===== src/rtl/ccff_chain_loader.sv =====
// Purpose: serialises bitstream words LSB-first onto one tile's ccff chain; optional readback via CCFF_CHAIN_LOADER_READBACK_EN.
// Latency: ceil(CHAIN_LEN/WORD_W) fetch cycles + CHAIN_LEN shift cycles, then a 1-cycle done pulse (+CHAIN_LEN with readback).
// Backpressure: s_ready only in FETCH (no prefetch); the chain holds while s_valid is low; abort wins over everything.
module ccff_chain_loader #(
   parameter int WORD_W    = 8,
   parameter int CHAIN_LEN = 18,
   parameter int CNT_W     = 16
) (
   input  logic              prog_clk,
   input  logic              pReset_n,
   input  logic              start,
   input  logic              abort,
   input  logic              s_valid,
   input  logic [WORD_W-1:0] s_data,
   output logic              s_ready,
   output logic              ccff_head,
   output logic              ccff_shift_en,
   input  logic              ccff_tail,
   output logic              busy,
   output logic              done,
   output logic              err
);

   localparam int                WL_W      = $clog2(WORD_W + 1);
   localparam logic [CNT_W-1:0]  LAST_BIT  = CNT_W'(CHAIN_LEN - 1);
   localparam logic [WL_W-1:0]   WORD_BITS = WL_W'(WORD_W);

`ifdef CCFF_CHAIN_LOADER_READBACK_EN
   typedef enum logic [2:0] {S_IDLE, S_FETCH, S_SHIFT, S_CHECK, S_DONE} state_t;
`else
   typedef enum logic [2:0] {S_IDLE, S_FETCH, S_SHIFT, S_DONE} state_t;
`endif

   state_t              state_q, state_d;
   logic [WORD_W-1:0]   shreg_q;
   logic [WL_W-1:0]     word_left_q;
   logic [CNT_W-1:0]    bit_cnt_q;
   logic                bit_last;

   // bit_cnt counts chain bits in SHIFT (and recirculated bits in CHECK)
   assign bit_last = (bit_cnt_q == LAST_BIT);
   assign busy     = (state_q != S_IDLE);
   assign done     = (state_q == S_DONE) && !abort;

   // State register
   always_ff @(posedge prog_clk or negedge pReset_n) begin
      if (!pReset_n) state_q <= S_IDLE;
      else           state_q <= state_d;
   end

   // Next-state and chain/stream outputs; abort overrides every transition and qualifier
   always_comb begin
      state_d       = state_q;
      s_ready       = 1'b0;
      ccff_shift_en = 1'b0;
      ccff_head     = 1'b0;
      case (state_q)
         S_IDLE: begin
            if (start) state_d = S_FETCH;
         end
         S_FETCH: begin
            s_ready = 1'b1;
            if (s_valid) state_d = S_SHIFT;
         end
         S_SHIFT: begin
            ccff_shift_en = 1'b1;
            ccff_head     = shreg_q[0];
            if (bit_last) begin
`ifdef CCFF_CHAIN_LOADER_READBACK_EN
               state_d = S_CHECK;
`else
               state_d = S_DONE;
`endif
            end else if (word_left_q == WL_W'(1)) begin
               state_d = S_FETCH;
            end
         end
`ifdef CCFF_CHAIN_LOADER_READBACK_EN
         S_CHECK: begin
            // recirculate tail into head so the chain ends where it started
            ccff_shift_en = 1'b1;
            ccff_head     = ccff_tail;
            if (bit_last) state_d = S_DONE;
         end
`endif
         S_DONE: begin
            state_d = S_IDLE;
         end
         default: begin
            state_d = S_IDLE;
         end
      endcase
      if (abort) begin
         state_d       = S_IDLE;
         s_ready       = 1'b0;
         ccff_shift_en = 1'b0;
      end
   end

   // Word shift register, bits-left-in-word and chain bit counter
   always_ff @(posedge prog_clk or negedge pReset_n) begin
      if (!pReset_n) begin
         shreg_q     <= '0;
         word_left_q <= '0;
         bit_cnt_q   <= '0;
      end else if (!abort) begin
         case (state_q)
            S_IDLE: begin
               if (start) bit_cnt_q <= '0;
            end
            S_FETCH: begin
               if (s_valid) begin
                  shreg_q     <= s_data;
                  word_left_q <= WORD_BITS;
               end
            end
            S_SHIFT: begin
               shreg_q     <= shreg_q >> 1;
               word_left_q <= word_left_q - 1'b1;
               // wrap at the last bit so a following CHECK pass counts from zero
               bit_cnt_q   <= bit_last ? '0 : bit_cnt_q + 1'b1;
            end
`ifdef CCFF_CHAIN_LOADER_READBACK_EN
            S_CHECK: begin
               bit_cnt_q <= bit_last ? '0 : bit_cnt_q + 1'b1;
            end
`endif
            default: begin
            end
         endcase
      end
   end

`ifdef CCFF_CHAIN_LOADER_READBACK_EN
   logic [7:0] crc_tx_q;
   logic [7:0] crc_rx_q;
   logic [7:0] crc_rx_nxt;
   logic       err_q;

   // serial CRC-8, polynomial x^8+x^2+x+1 (0x07)
   function automatic logic [7:0] crc8_step(input logic [7:0] c, input logic b);
      logic fb;
      fb = c[7] ^ b;
      return {c[6:0], 1'b0} ^ (fb ? 8'h07 : 8'h00);
   endfunction

   assign crc_rx_nxt = crc8_step(crc_rx_q, ccff_tail);
   assign err        = err_q;

   // CRC of bits sent, CRC of bits read back, and the sticky mismatch flag
   always_ff @(posedge prog_clk or negedge pReset_n) begin
      if (!pReset_n) begin
         crc_tx_q <= '0;
         crc_rx_q <= '0;
         err_q    <= 1'b0;
      end else if (!abort) begin
         case (state_q)
            S_IDLE: begin
               if (start) begin
                  crc_tx_q <= '0;
                  crc_rx_q <= '0;
                  err_q    <= 1'b0;
               end
            end
            S_SHIFT: begin
               crc_tx_q <= crc8_step(crc_tx_q, shreg_q[0]);
            end
            S_CHECK: begin
               crc_rx_q <= crc_rx_nxt;
               if (bit_last) err_q <= err_q | (crc_rx_nxt != crc_tx_q);
            end
            default: begin
            end
         endcase
      end
   end
`else
   logic unused_tail;
   assign unused_tail = ccff_tail;
   assign err         = 1'b0;
`endif

endmodule


===== config.mk =====
export PLATFORM = sky130hd
export DESIGN_NAME = ccff_chain_loader
export DESIGN_NICKNAME = d
export VERILOG_FILES = /design/src/rtl/ccff_chain_loader.sv
export SDC_FILE = /design/constraint.sdc
export NUM_CORES = 1
export LEC_CHECK = 0
export BUFFER_PORTS_ARGS = -buffer_cell sky130_fd_sc_hd__clkbuf_2
export CAP_MARGIN = 20
export CORE_MARGIN = 2
export CORE_UTILIZATION = 25
export CTS_CLUSTER_DIAMETER = 30
export DETAILED_ROUTE_END_ITERATION = 7
export GPL_ROUTABILITY_DRIVEN = 0
export HOLD_SLACK_MARGIN = 0.12
export PLACE_DENSITY = 0.38
export SLEW_MARGIN = 20
export SYNTH_ARGS = -nofsm -noshare
export SYNTH_HDL_FRONTEND = slang
export SYNTH_SLANG_ARGS = --single-unit
export TNS_END_PERCENT = 5

===== constraint.sdc =====
create_clock -name prog_clk -period 2.8 [get_ports prog_clk]
set_clock_uncertainty 0.15 [all_clocks]
set_input_delay 0.7 -clock prog_clk [delete_from_list [all_inputs] [get_ports prog_clk]]
set_output_delay 0.7 -clock prog_clk [all_outputs]
set_load 0.1 [all_outputs]

# Word level (Yosys, flattened, before mapping)
# Cells that the tools add are included.
# Widths: inputs -> output; s select.
# totals
reg_bits	31
in_bits	14
out_inout_bits	6
wordCells	44
# op_classes
n_addsub	2
eq_ne	10
mux	18
n_bitwise	1
n_reduce_logical	9
# op_table
operator	n
$mux 16	2
$pmux 16 s2	1
$add 16x1->16 const B	1
$eq 16x5->1 const B	1
$pmux 8 s2	1
$mux 3	5
$pmux 3 s3	1
$reduce_and 3->1	3
$mux 8	1
$pmux 4 s2	1
$eq 3x2->1 const B	2
$ne 3x3->1 const B	2
$mux 1	5
$eq 4x1->1 const B	1
$mux 4	1
$ne 2x2->1 const B	2
$ne 4x4->1 const B	1
$reduce_bool 2->1	2
$sub 4x1->4 const B	1
$eq 3x1->1 const B	1
$logic_not 3->1	1
$reduce_bool 3->1	1
$logic_and 1x1->1	1
$logic_not 1->1	1
$not 1->1	1

# Depth between registers and ports, before layout
# depth
depth_word	5
ltp_mapped	8
ltp_nobuf	6

# Worst setup path before layout
# OpenSTA, ideal clock, no wires.
# synth_path
path_kind	in2out
startpoint	input port abort
endpoint	output port done
arrival_ns	2.035
required_ns	1.950
slack_ns	-0.085
cell_stages	1
n_path_buf	0
path_cell_list	nor2b_1
# synth_between
elab_chain_cells	2
# synth_lines
element	line_no	rtl
start, declared	12	input logic abort,
$logic_not 1->1	n/a	
$logic_and 1x1->1	43	assign done = (state_q == S_DONE) && !abort;
end, declared	20	output logic done,
# No other way between the ends.

# Worst setup path in the final report
# layout_path
startpoint	register state_q[0]
endpoint	output port ccff_shift_en
# layout_between
elab_chain_cells	3
# layout_lines
element	line_no	rtl
start, declared	34	state_t state_q, state_d;
start signal, assigned	48	else state_q <= state_d;
$eq 3x2->1	57	case (state_q)
$mux 1	57	
$mux 1	93	if (abort) begin
end, declared	17	output logic ccff_shift_en,
# No other way between the ends.

==> flow_summary.ini <==
[min_path]
min_path_type = register to register

[power_and_ir_drop]
sw_frac_of_total_pct = 42.90
comb_power_share_pct = 43.5
max-vdd-ir-drop_mv = 0.2196
clockPowerShare_pct = 20.6
leakagePower_nw = 0.9199
p_sw_w = 0.0007621
p_int_w = 0.001014
total_power_w = 0.001776
pwr-share-seq_pct = 35.8
power.density_nw_per_um2 = 831.7

[critical_path]
crit_path_cell_trace = inv_1 > ha_1 > buf_4 > nand2b_1 > inv_1 > buf_12
cp_common_cell = inv_1
crit_slowest_cell = dfrtp_1
cp.buffers_inverters = 4
end_kind = output port
path_class = register to output port
start_kind = register
cp_slowest_stage_delay_ns = 0.43
cp_max_fo = 11
crit_required_ns = 1.95
critPathTopFamily = buffers and inverters
critPathArrivalTime_ns = 1.71

[synth]
synthCells = 196
yosys.area.top_type = dfrtp_1
yosys.area.top_type_share_pct = 41.70
synth_area_leaders = dfrtp_1, ha_1, mux2i_1
ys_ff_latch = 30
synth_nets = 218
avgSynthCellArea_um2 = 9.186
synth_cell_types = 42
yosysWarningCount = 0
synth-seq-area-share_pct = 41.70
syn_area_um2 = 1800

[sta]
hold_slack_ns = 0.3256
fin_crit_sh_pct = 91.49
worstMarginPinSlew_ns = 0.8094
fmax_mhz = 390.4
slew_headroom_pct = 46.04
fin_crit_ns = 2.562
rsz0062_at_grt = false
finalSetupViolCount = 0
finalMaxSlewViolations = 0
hold_viol = 0

[finish]
mostFrequentLayoutCell = dfrtp_1
area_growth_pct = 18.62
multi_input_area_um2 = 979.7
fillCellCount = 729
layout.nets = 240
most-common-layout-cells = dfrtp_1, nand2_1, clkbuf_2
drive_gt1_share_pct = 15.53
final_util_pct = 31.09
seq_area_um2 = 750.7
antennaDiodeCount = 0

[status]
status = finished, final reports clean

[clock_tree]
cts_root_buf = clkbuf_8
cts_max_path_buffers = 2
cts_made_buffers = 5
cts_setup_buffers = 0
cts_resized = 0
numClockSinks = 30
h-tree-depth = 2
clock_latency_ns = 0.28
hold_buffers = 0
path_clk_slew_ns = 0.07
cts_tree = built

[floorplan]
io_pins = 20
die_x_um = 88.87
num_rows = 30
die_area_um2 = 7897
fp.dieH_um = 88.87
initial_core_util_pct = 26.21
fp.coreArea_um2 = 6869

[detailed_routing]
drt-total-wl_um = 4214
vias = 1452
wire_per_inst_um = 13.38
drt-pass1-iter-count = 4
ant_nets = 0
via_per_inst = 4.610
drc = 0
drt_iter0_drc = 22

[global_route]
grt_max_degree = 31
grt_pass1_wl_um = 7072
grt_pass1_vias = 1395
antenna_found_initial = 0
track_usage_pct = 11.65
grt_overflow = 0

[place]
io_buffers = 17
dp_hpwl_um = 3020

[run]
maxCapViolCount = 0
-- area by class of cell --
class	count	area share (%)
inverter	12	2.109
sequential	30	35.15
clock inverter	2	0.5858
tap	96	5.624
multi-input combinational	148	45.87
clock buffer	6	3.866
timing repair buffer	21	6.796
-- power groups by stage --
stage | logic [W] | registers, W | clock network (W)
after floorplan | 0.000597 | 0.000621 | 0
after global placement | 0.000791 | 0.000647 | 0
after detailed placement | 0.000790 | 0.000645 | 0
after CTS | 0.000793 | 0.000637 | 0.000387
after global routing | 0.000865 | 0.000657 | 0.000410
final | 0.000773 | 0.000637 | 0.000367
-- cells by family (layout without fill, tap and decap cells) --
logic type	count (synthesis)	after routing	share of synthesized area, %
AND/OR/NAND/NOR	78	78	23.84
AO/OA/AOI/OAI	52	52	19.67
flip-flops	30	30	41.70
buffers and inverters	18	41	4.030
multiplexers	9	9	5.004
adder cells (fa/ha/maj)	8	8	5.560
other	1	1	0.2083
-- sequential cells by signal (all words and copies together) (netlist names) --
| signal | flops |
|---|---|
| state_q | 2 |
| shreg_q | 8 |
| bit_cnt_q | 16 |
| word_left_q | 4 |
-- worst register-to-register path, cell delays in order (launching register included) --
cell     delay, ns
dfrtp_1       0.42
inv_1         0.09
ha_1          0.25
mux2i_1       0.15
or2_1         0.34
nor2_1        0.65
a22o_1        0.26
-- cells in the mapped netlist --
| cell type | number |
|---|---|
| nand2b_1 | 2 |
| a41o_1 | 1 |
| nor4b_2 | 1 |
| nor2_1 | 12 |
| or4_4 | 1 |
| o211ai_1 | 4 |
| a41oi_1 | 2 |
| or4_1 | 3 |
| buf_1 | 1 |
| a22o_1 | 8 |
| or3_1 | 6 |
| nand3_1 | 6 |
| and3_1 | 1 |
| dfrtp_1 | 30 |
| o31a_1 | 1 |
| mux2i_1 | 9 |
| conb_1 | 1 |
| a21oi_1 | 5 |
| nor2b_1 | 9 |
| nand2_1 | 21 |
| buf_4 | 1 |
| a2bb2oi_1 | 1 |
| o221ai_1 | 1 |
| nor3b_1 | 1 |
| and2_1 | 1 |
| nand4b_1 | 1 |
| inv_1 | 12 |
| buf_2 | 1 |
| nor4_1 | 3 |
| nor3_1 | 4 |
| nand4_1 | 3 |
| or2_1 | 2 |
| a22oi_1 | 1 |
| o21ai_0 | 12 |
| o221ai_2 | 1 |
| clkbuf_1 | 3 |
| o21ai_1 | 9 |
| a21o_1 | 4 |
| o2bb2ai_1 | 1 |
| o311ai_1 | 1 |
| nand4_4 | 1 |
| ha_1 | 8 |
-- per-stage QoR --
stage               setup TNS [ns]  area (um2)  cells  setup WS (ns)
CTS                              0        2136    315         0.1990
finish                           0        2136    315         0.2382
floorplan                 -0.08534        1803    196       -0.08534
global placement                 0        2041    307         0.3423
global route                     0        2136    315        0.07941
detailed placement               0        2041    307         0.3798
-- metal layers --
layer / vias to the layer above / part of all wire (%) / GRT usage (%)
met4: 0 / 0 / 2.893
met1: 681 / 52 / 16.45
met5: - / 0 / 0
met2: 14 / 45 / 17.84
li1: 757 / - / -
met3: 0 / 3.0 / 2.892
-- worst paths after layout --
kind,start,endpoint,slack (ns),cells past startpoint
worst max-delay path,state_q[0],ccff_shift_en,0.24,6
worst min-delay path,shreg_q[7],shreg_q[7],0.33,2
worst max register to register,state_q[0],bit_cnt_q[2],0.41,6
worst min register to register,shreg_q[7],shreg_q[7],0.33,2
max in group asynchronous,pReset_n,bit_cnt_q[1],1.63,1
min in group asynchronous,pReset_n,state_q[1],0.35,1
(Power assumes the default switching activity.)
